<file path="src/rtl/cnn_seq_pkg.sv">
// cnn_seq_pkg: shared definitions for the CNN layer sequencer.
//   - seq_state_e : sequencer FSM states
//   - STG_*       : stage indices in execution order (index 0 runs first)
//   - DEFAULT_*   : default sizing for the sequencer and its watchdog
package cnn_seq_pkg;

  typedef enum logic [2:0] {
    ST_IDLE    = 3'd0,
    ST_START   = 3'd1,
    ST_WAIT    = 3'd2,
    ST_TX_WAIT = 3'd3,
    ST_ERROR   = 3'd4
  } seq_state_e;

  localparam int STG_CONV   = 0;
  localparam int STG_RELU   = 1;
  localparam int STG_POOL   = 2;
  localparam int STG_FLAT   = 3;
  localparam int STG_DENSE  = 4;
  localparam int STG_ARGMAX = 5;

  localparam int DEFAULT_NUM_STAGES     = STG_ARGMAX + 1;
  localparam int DEFAULT_TIMEOUT_CYCLES = 65536;

endpackage

</file>
<file path="src/rtl/stage_watchdog.sv">
// stage_watchdog: per-stage timeout counter.
//   clk, reset : clock, asynchronous active-high reset
//   clear      : restart the count (asserted in the stage's start cycle)
//   enable     : count this cycle (stage is waiting for its done)
//   expired    : the count reaches TIMEOUT_CYCLES-1 on this clock edge
module stage_watchdog
  import cnn_seq_pkg::*;
#(
  parameter int TIMEOUT_CYCLES = DEFAULT_TIMEOUT_CYCLES,
  parameter int TO_W           = $clog2(TIMEOUT_CYCLES) + 1
) (
  input  logic clk,
  input  logic reset,
  input  logic clear,
  input  logic enable,
  output logic expired
);

  // The start cycle itself counts as the first elapsed cycle, so clear
  // loads 1 and the count equals cycles since the start pulse.
  localparam logic [TO_W-1:0] LAST_OK = TO_W'(TIMEOUT_CYCLES - 2);

  logic [TO_W-1:0] count;

  always_ff @(posedge clk or posedge reset) begin
    if (reset) begin
      count <= '0;
    end else if (clear) begin
      count <= TO_W'(1);
    end else if (enable && (count != '1)) begin
      count <= count + TO_W'(1);
    end
  end

  assign expired = enable && (count == LAST_OK);

endmodule

</file>
<file path="src/rtl/cnn_layer_sequencer.sv">
// cnn_layer_sequencer: frame-level scheduler for the CNN datapath.
// Starts each stage in order (conv, relu, pool, flat, dense, argmax), waits
// for its done, publishes one-hot buffer ownership, guards each stage with a
// watchdog, queues one early frame and launches the result byte on the UART.
//
// Ports:
//   clk, reset      : clock, asynchronous active-high reset
//   frame_loaded_i  : pulse, input frame written to IFMAP
//   stage_done_i    : per-stage done pulses
//   stage_start_o   : per-stage start pulses
//   owner_o         : one-hot buffer owner, zero when nobody owns
//   tx_busy_i       : UART transmitter busy
//   tx_start_o      : pulse, send result byte
//   clear_err_i     : leave ERROR
//   busy_o          : frame in flight (START/WAIT/TX_WAIT)
//   err_o           : sticky watchdog error
//   err_stage_o     : index of the stage that timed out
//   overrun_o       : sticky, frame dropped because one was already pending
//   perf_cycles_o   : cycles of last completed frame
//
// Optional feature: define CNN_SEQ_PERF_EN to build the frame cycle counter;
// otherwise perf_cycles_o is tied to zero.
module cnn_layer_sequencer
  import cnn_seq_pkg::*;
#(
  parameter int NUM_STAGES     = DEFAULT_NUM_STAGES,
  parameter int TIMEOUT_CYCLES = DEFAULT_TIMEOUT_CYCLES,
  parameter int TO_W           = $clog2(TIMEOUT_CYCLES) + 1,
  parameter int SIDX_W         = $clog2(NUM_STAGES)
) (
  input  logic                  clk,
  input  logic                  reset,
  input  logic                  frame_loaded_i,
  input  logic [NUM_STAGES-1:0] stage_done_i,
  output logic [NUM_STAGES-1:0] stage_start_o,
  output logic [NUM_STAGES-1:0] owner_o,
  input  logic                  tx_busy_i,
  output logic                  tx_start_o,
  input  logic                  clear_err_i,
  output logic                  busy_o,
  output logic                  err_o,
  output logic [SIDX_W-1:0]     err_stage_o,
  output logic                  overrun_o,
  output logic [31:0]           perf_cycles_o
);

  localparam logic [SIDX_W-1:0]     FIRST_IDX = SIDX_W'(STG_CONV);
  localparam logic [SIDX_W-1:0]     LAST_IDX  = SIDX_W'(NUM_STAGES - 1);
  localparam logic [NUM_STAGES-1:0] STAGE_ONE = NUM_STAGES'(1);

  seq_state_e        state;
  logic [SIDX_W-1:0] idx;
  logic              pending;

  logic              wd_clear;
  logic              wd_enable;
  logic              wd_expired;
  logic              cur_done;
  logic [SIDX_W-1:0] next_idx;
  logic              tx_exit;
  logic              frame_queued;

  assign cur_done     = stage_done_i[idx];
  assign next_idx     = idx + SIDX_W'(1);
  assign wd_clear     = (state == ST_START);
  assign wd_enable    = (state == ST_WAIT);
  // tx_start_o is high for exactly one TX_WAIT cycle; that cycle is the exit.
  assign tx_exit      = (state == ST_TX_WAIT) && tx_start_o;
  // A frame arriving on the exit cycle is handled like an already pending one.
  assign frame_queued = pending || frame_loaded_i;

  stage_watchdog #(
    .TIMEOUT_CYCLES (TIMEOUT_CYCLES),
    .TO_W           (TO_W)
  ) u_watchdog (
    .clk     (clk),
    .reset   (reset),
    .clear   (wd_clear),
    .enable  (wd_enable),
    .expired (wd_expired)
  );

  // Outputs are set on the edge that enters a state, so a start pulse and
  // its owner handoff appear in the same cycle as the START state.
  always_ff @(posedge clk or posedge reset) begin
    if (reset) begin
      state         <= ST_IDLE;
      idx           <= FIRST_IDX;
      pending       <= 1'b0;
      stage_start_o <= '0;
      owner_o       <= '0;
      tx_start_o    <= 1'b0;
      busy_o        <= 1'b0;
      err_o         <= 1'b0;
      err_stage_o   <= '0;
      overrun_o     <= 1'b0;
    end else begin
      stage_start_o <= '0;
      tx_start_o    <= 1'b0;

      // One frame may wait while another is in flight; a second one is lost.
      if (busy_o && frame_loaded_i && !tx_exit) begin
        if (pending) overrun_o <= 1'b1;
        else         pending   <= 1'b1;
      end

      case (state)
        ST_IDLE: begin
          if (frame_queued) begin
            state         <= ST_START;
            idx           <= FIRST_IDX;
            stage_start_o <= STAGE_ONE << FIRST_IDX;
            owner_o       <= STAGE_ONE << FIRST_IDX;
            busy_o        <= 1'b1;
            pending       <= pending && frame_loaded_i;
          end
        end

        ST_START: begin
          state <= ST_WAIT;
        end

        ST_WAIT: begin
          // A done on the expiry cycle takes priority over the timeout.
          if (cur_done) begin
            if (idx != LAST_IDX) begin
              state         <= ST_START;
              idx           <= next_idx;
              stage_start_o <= STAGE_ONE << next_idx;
              owner_o       <= STAGE_ONE << next_idx;
            end else begin
              state      <= ST_TX_WAIT;
              owner_o    <= '0;
              tx_start_o <= !tx_busy_i;
            end
          end else if (wd_expired) begin
            state       <= ST_ERROR;
            owner_o     <= '0;
            busy_o      <= 1'b0;
            err_o       <= 1'b1;
            err_stage_o <= idx;
          end
        end

        ST_TX_WAIT: begin
          if (tx_start_o) begin
            idx <= FIRST_IDX;
            if (frame_queued) begin
              state         <= ST_START;
              stage_start_o <= STAGE_ONE << FIRST_IDX;
              owner_o       <= STAGE_ONE << FIRST_IDX;
              pending       <= pending && frame_loaded_i;
            end else begin
              state  <= ST_IDLE;
              busy_o <= 1'b0;
            end
          end else if (!tx_busy_i) begin
            tx_start_o <= 1'b1;
          end
        end

        ST_ERROR: begin
          if (clear_err_i) begin
            state   <= ST_IDLE;
            idx     <= FIRST_IDX;
            err_o   <= 1'b0;
            pending <= 1'b0;
          end
        end

        default: begin
          state   <= ST_IDLE;
          owner_o <= '0;
          busy_o  <= 1'b0;
        end
      endcase
    end
  end

`ifdef CNN_SEQ_PERF_EN
  // Counts from the first stage's START cycle up to the tx_start_o cycle.
  logic [31:0] frame_cycles;

  always_ff @(posedge clk or posedge reset) begin
    if (reset) begin
      frame_cycles  <= '0;
      perf_cycles_o <= '0;
    end else begin
      if ((state == ST_START) && (idx == FIRST_IDX)) begin
        frame_cycles <= 32'd1;
      end else if (busy_o && (frame_cycles != 32'hFFFF_FFFF)) begin
        frame_cycles <= frame_cycles + 32'd1;
      end
      if (tx_start_o) perf_cycles_o <= frame_cycles;
    end
  end
`else
  assign perf_cycles_o = '0;
`endif

  owner_onehot_a : assert property (@(posedge clk) disable iff (reset) $onehot0(owner_o));

endmodule

</file>
<file path="config.mk">
export PLATFORM = sky130hd
export DESIGN_NAME = cnn_layer_sequencer
export DESIGN_NICKNAME = d
export VERILOG_FILES = /design/src/rtl/cnn_seq_pkg.sv /design/src/rtl/stage_watchdog.sv /design/src/rtl/cnn_layer_sequencer.sv
export SDC_FILE = /design/constraint.sdc
export NUM_CORES = 1
export LEC_CHECK = 0
export BUFFER_PORTS_ARGS = -buffer_cell sky130_fd_sc_hd__buf_2
export CORE_MARGIN = 8
export CORE_UTILIZATION = 40
export CTS_CLUSTER_DIAMETER = 40
export DETAILED_ROUTE_END_ITERATION = 12
export GPL_TIMING_DRIVEN = 0
export PLACE_DENSITY = 0.69
export SLEW_MARGIN = 20
export SYNTH_ARGS = -nofsm -noshare
export SYNTH_HDL_FRONTEND = slang
export SYNTH_SLANG_ARGS = --single-unit
</file>
<file path="constraint.sdc">
create_clock -name clk -period 3.65 [get_ports clk]
set_input_delay 0.5475 -clock clk [delete_from_list [all_inputs] [get_ports clk]]
set_output_delay 0.5475 -clock clk [all_outputs]
set_load 0.005 [all_outputs]
</file>
==> results.sh <==
export IMPL_total_leakage_power_nw=1.57
export IMPL_count_of_pins_on_the_block_boundary=62
export IMPL_power_clock_fraction_pct=20.2
export IMPL_grt_setup_unrepaired="false"
export IMPL_worst_skew_pair_late_latency_ps=290
export IMPL_timing_critical_path_to_type="flip-flop"
export IMPL_replace_congestion=0.851
export IMPL_die_area_um2=8990
export IMPL_irDropWorstVdd_uv=215
export IMPL_first_pass_grt_wire_length_um=8830
export IMPL_number_of_warnings_reported_in_the_yosys_synthesis_log=0
export IMPL_grt_start_max_net_pins=30
export IMPL_finalHoldWorstSlack_ps=215
export IMPL_tns_ps=0
export IMPL_worst_clock_skew_ps=3.99
export IMPL_timing_final_hold_violations=0
export IMPL_seq_area_frac_synth_pct=43.3
export IMPL_ant_nets=0
export IMPL_most_common_layout_cells="dfrtp_1 (43), buf_2 (32), buf_4 (32), conb_1 (32), nor2_1 (24)"
export IMPL_cp_start_kind="flip-flop"
export IMPL_cts_resized_gates=0
export IMPL_synth_edf_count=0
export IMPL_initial_utilization_pct=41.7
export IMPL_crit_path_top_delay_cell="nor4b_1"
export IMPL_cts_made_buffers=5
export IMPL_antenna_found_initial=0
export IMPL_run_status="finished clean"
export IMPL_ys_async_sr_fraction_pct=100
export IMPL_gr_usage_all_layers_pct=12.1
export IMPL_yosys_cell_types_count=48
export IMPL_p_comb_share_pct=39.3
export IMPL_vias=1848
export IMPL_crit_path_max_fanout=7
export IMPL_ys_top_cells_by_area="dfrtp_1 (43%), buf_4 (9.7%), ha_1 (4.5%)"
export IMPL_synth_avg_cell_area_um2=9.83
export IMPL_clock_tree_from_tritoncts="done"
export IMPL_worstRegToRegCells=10
export IMPL_num_fill_cells=590
export IMPL_intPower_uw=949
export IMPL_numPortBuffers=29
export IMPL_worst_path_largest_cell_delay_ps=660
export IMPL_mostFrequentLayoutCell="dfrtp_1"
export IMPL_core_area_um2=5960
export IMPL_timing_max_cap_violations=0
export IMPL_seq_cells_post_synth=43
export IMPL_cts_sink_count=43
export IMPL_drt_drc_violations_left=0
export IMPL_starting_drt_drc_count=101
export IMPL_yosys_area_top_type_share_pct=43.3
export IMPL_worst_hold_path_type="input pin to asynchronous set/reset pin"
export IMPL_final_max_slew_violation_count=0
export IMPL_die_width_um=94.8
export IMPL_place_hpwl_um=3990
export IMPL_post_drt_wl_per_cell_um=13.0
export IMPL_netlist_top_cell_by_area="dfrtp_1"
export IMPL_postCtsSetupBuffers=0
export IMPL_power_share_switching_pct=36.9
export IMPL_net_switching_power_uw=556
export IMPL_timing_critical_path_buf_inv=1
export IMPL_syn_instance_count=253
export IMPL_nNetsFinal=341
export IMPL_syn_cell_area_um2=2490
export IMPL_timing_final_crit_share_pct=76.9
export IMPL_worstReg2RegEnd="u_watchdog.count[14]"
export IMPL_cts_hold_buffers_added=0
export IMPL_finalWirelength_um=5170
export IMPL_area_growth_synth_to_final_pct=18.6
export IMPL_viasPerCell=4.67
export IMPL_clock_transition_at_the_registers_of_the_reported_paths_ps=80
export IMPL_timing_critical_path_max_delay_family="simple AND/OR/NAND/NOR gates"
export IMPL_antenna_cell_count=0
export IMPL_drt_pre_antenna_iters=4
export IMPL_power_density_nw_per_um2=510
export IMPL_row_count=28
export IMPL_arrival_ps=2950
export IMPL_fin_crit_ps=2810
export IMPL_timing_slew_headroom_pct=46.6
export IMPL_cts_root_buffer="clkbuf_8"
export IMPL_path_cells="and4_1 > and3_1 > and4_1 > ha_1 > nor4b_1 > and2_1 > clkbuf_2 > nand4_1 > xor2_1 > nor2_1"
export IMPL_worst_slew_pin_transition_ps=795
export IMPL_number_of_global_route_vias_before_repair=1882
export IMPL_seqCellArea_um2=1080
export IMPL_chip_height_um=94.8
export IMPL_cts_path_max_buffers=2
export IMPL_multi_input_logic_area_um2=1210
export IMPL_final_util_pct=49.5
export IMPL_critPathKind="flip-flop to flip-flop"
export IMPL_timing_rr_start="u_watchdog.count[10]"
export IMPL_critPathMostFrequentCell="and4_1"
export IMPL_h_tree_lvl_count=2
export IMPL_setup_viol=0
export IMPL_regToRegSetupSlack_ps=840
export IMPL_post_route_cells_drive_above_1_share_pct=27.1
export IMPL_grt_remaining_overflow=0
export IMPL_worst_ep_required_time_ps=3800
export IMPL_max_clock_freq_mhz=356
export IMPL_sequentialPowerShare_pct=40.5
export IMPL_dominantRegCellSynth="dfrtp_1"
-- worst reg2reg max path, stage by stage, from the launching register on --
cell	delay, ps
dfrtp_1	410
and4_1	210
and3_1	220
and4_1	210
ha_1	190
nor4b_1	660
and2_1	220
clkbuf_2	200
nand4_1	130
xor2_1	160
nor2_1	50
-- power groups by stage --
stage	Combinational, mW	Clock [mW]	Sequential, mW
4_1_cts	0.594	0.315	0.610
2_1_floorplan	0.447	0	0.610
3_5_place_dp	0.591	0	0.618
6_report	0.592	0.304	0.609
5_1_grt	0.675	0.334	0.621
3_3_place_gp	0.578	0	0.616
-- flip-flops by register name (all words and copies together) (netlist names) --
| name | flops |
|---|---|
| pending | 1 |
| err_stage_o | 3 |
| u_watchdog.count | 17 |
| state | 3 |
| stage_start_o | 6 |
| err_o | 1 |
| tx_start_o | 1 |
| overrun_o | 1 |
| idx | 3 |
| owner_o | 6 |
| busy_o | 1 |
-- synthesized netlist by cell type (all sizes together), types with 4 or more instances --
library cell  instances
a22o                  4
dfrtp                43
nand2                13
nor2                 25
and4                  4
nor3                  4
clkbuf                4
xnor2                 5
or3                   4
a21o                  5
o22ai                 4
inv                  10
buf                  36
and3                  8
ha                    9
o21ai                 5
mux2i                 5
mux2                  4
a21oi                 7
xor2                 11
nand3                12
-- worst max-delay path by stage --
stage | from | to | depth (start not counted)
2_1_floorplan | u_watchdog.count[10] | u_watchdog.count[11] | 9
3_3_place_gp | u_watchdog.count[10] | u_watchdog.count[14] | 10
3_5_place_dp | u_watchdog.count[10] | u_watchdog.count[14] | 10
4_1_cts | u_watchdog.count[10] | u_watchdog.count[14] | 10
5_1_grt | u_watchdog.count[10] | u_watchdog.count[14] | 10
6_report | u_watchdog.count[10] | u_watchdog.count[14] | 10
-- layout make-up --
class / instances / area share, %
multi-input cells: 191 / 40.9
well taps: 75 / 3.18
plain buffers: 40 / 9.59
clock buffers: 6 / 2.80
repair buffers: 30 / 5.60
inverters: 10 / 1.27
clock inverters: 1 / 0.170
flip-flops and latches: 43 / 36.5
-- metrics by stage --
| step | instances | worst slack [ps] | cell area [µm²] | power, mW |
|---|---|---|---|---|
| 6_report | 396 | 844 | 2950 | 1.50 |
| 5_1_grt | 396 | 556 | 2950 | 1.63 |
| 4_1_cts | 396 | 834 | 2950 | 1.52 |
| 3_5_place_dp | 389 | 862 | 2860 | 1.21 |
| 3_3_place_gp | 388 | 843 | 2840 | 1.19 |
| 2_1_floorplan | 284 | 1120 | 2600 | 1.06 |
-- cells by family (layout without fill, tap and decap cells) --
group	count (synthesis)	after routing	synth area share (%)
and+or+nand+nor	85	85	17.8
buffers and inverters	50	87	12.9
DFF	43	43	43.3
AOI/OAI and AO/OA	40	40	11.9
xor gates and xnor gates	16	16	5.64
adders and majority gates	9	9	4.53
muxes	9	9	3.82
other	1	32	0.151
-- layer usage --
metal | share of wire [%] | wire length [µm] | vias up | global-route usage (%)
li1 | - | - | 945 | -
met1 | 47 | 2410 | 851 | 15.9
met2 | 46 | 2400 | 46 | 18.7
met3 | 5.4 | 277 | 6 | 2.86
met4 | 1.4 | 74 | 0 | 4.55
met5 | 0 | 0 | - | 0
(Power assumes the default switching activity.)
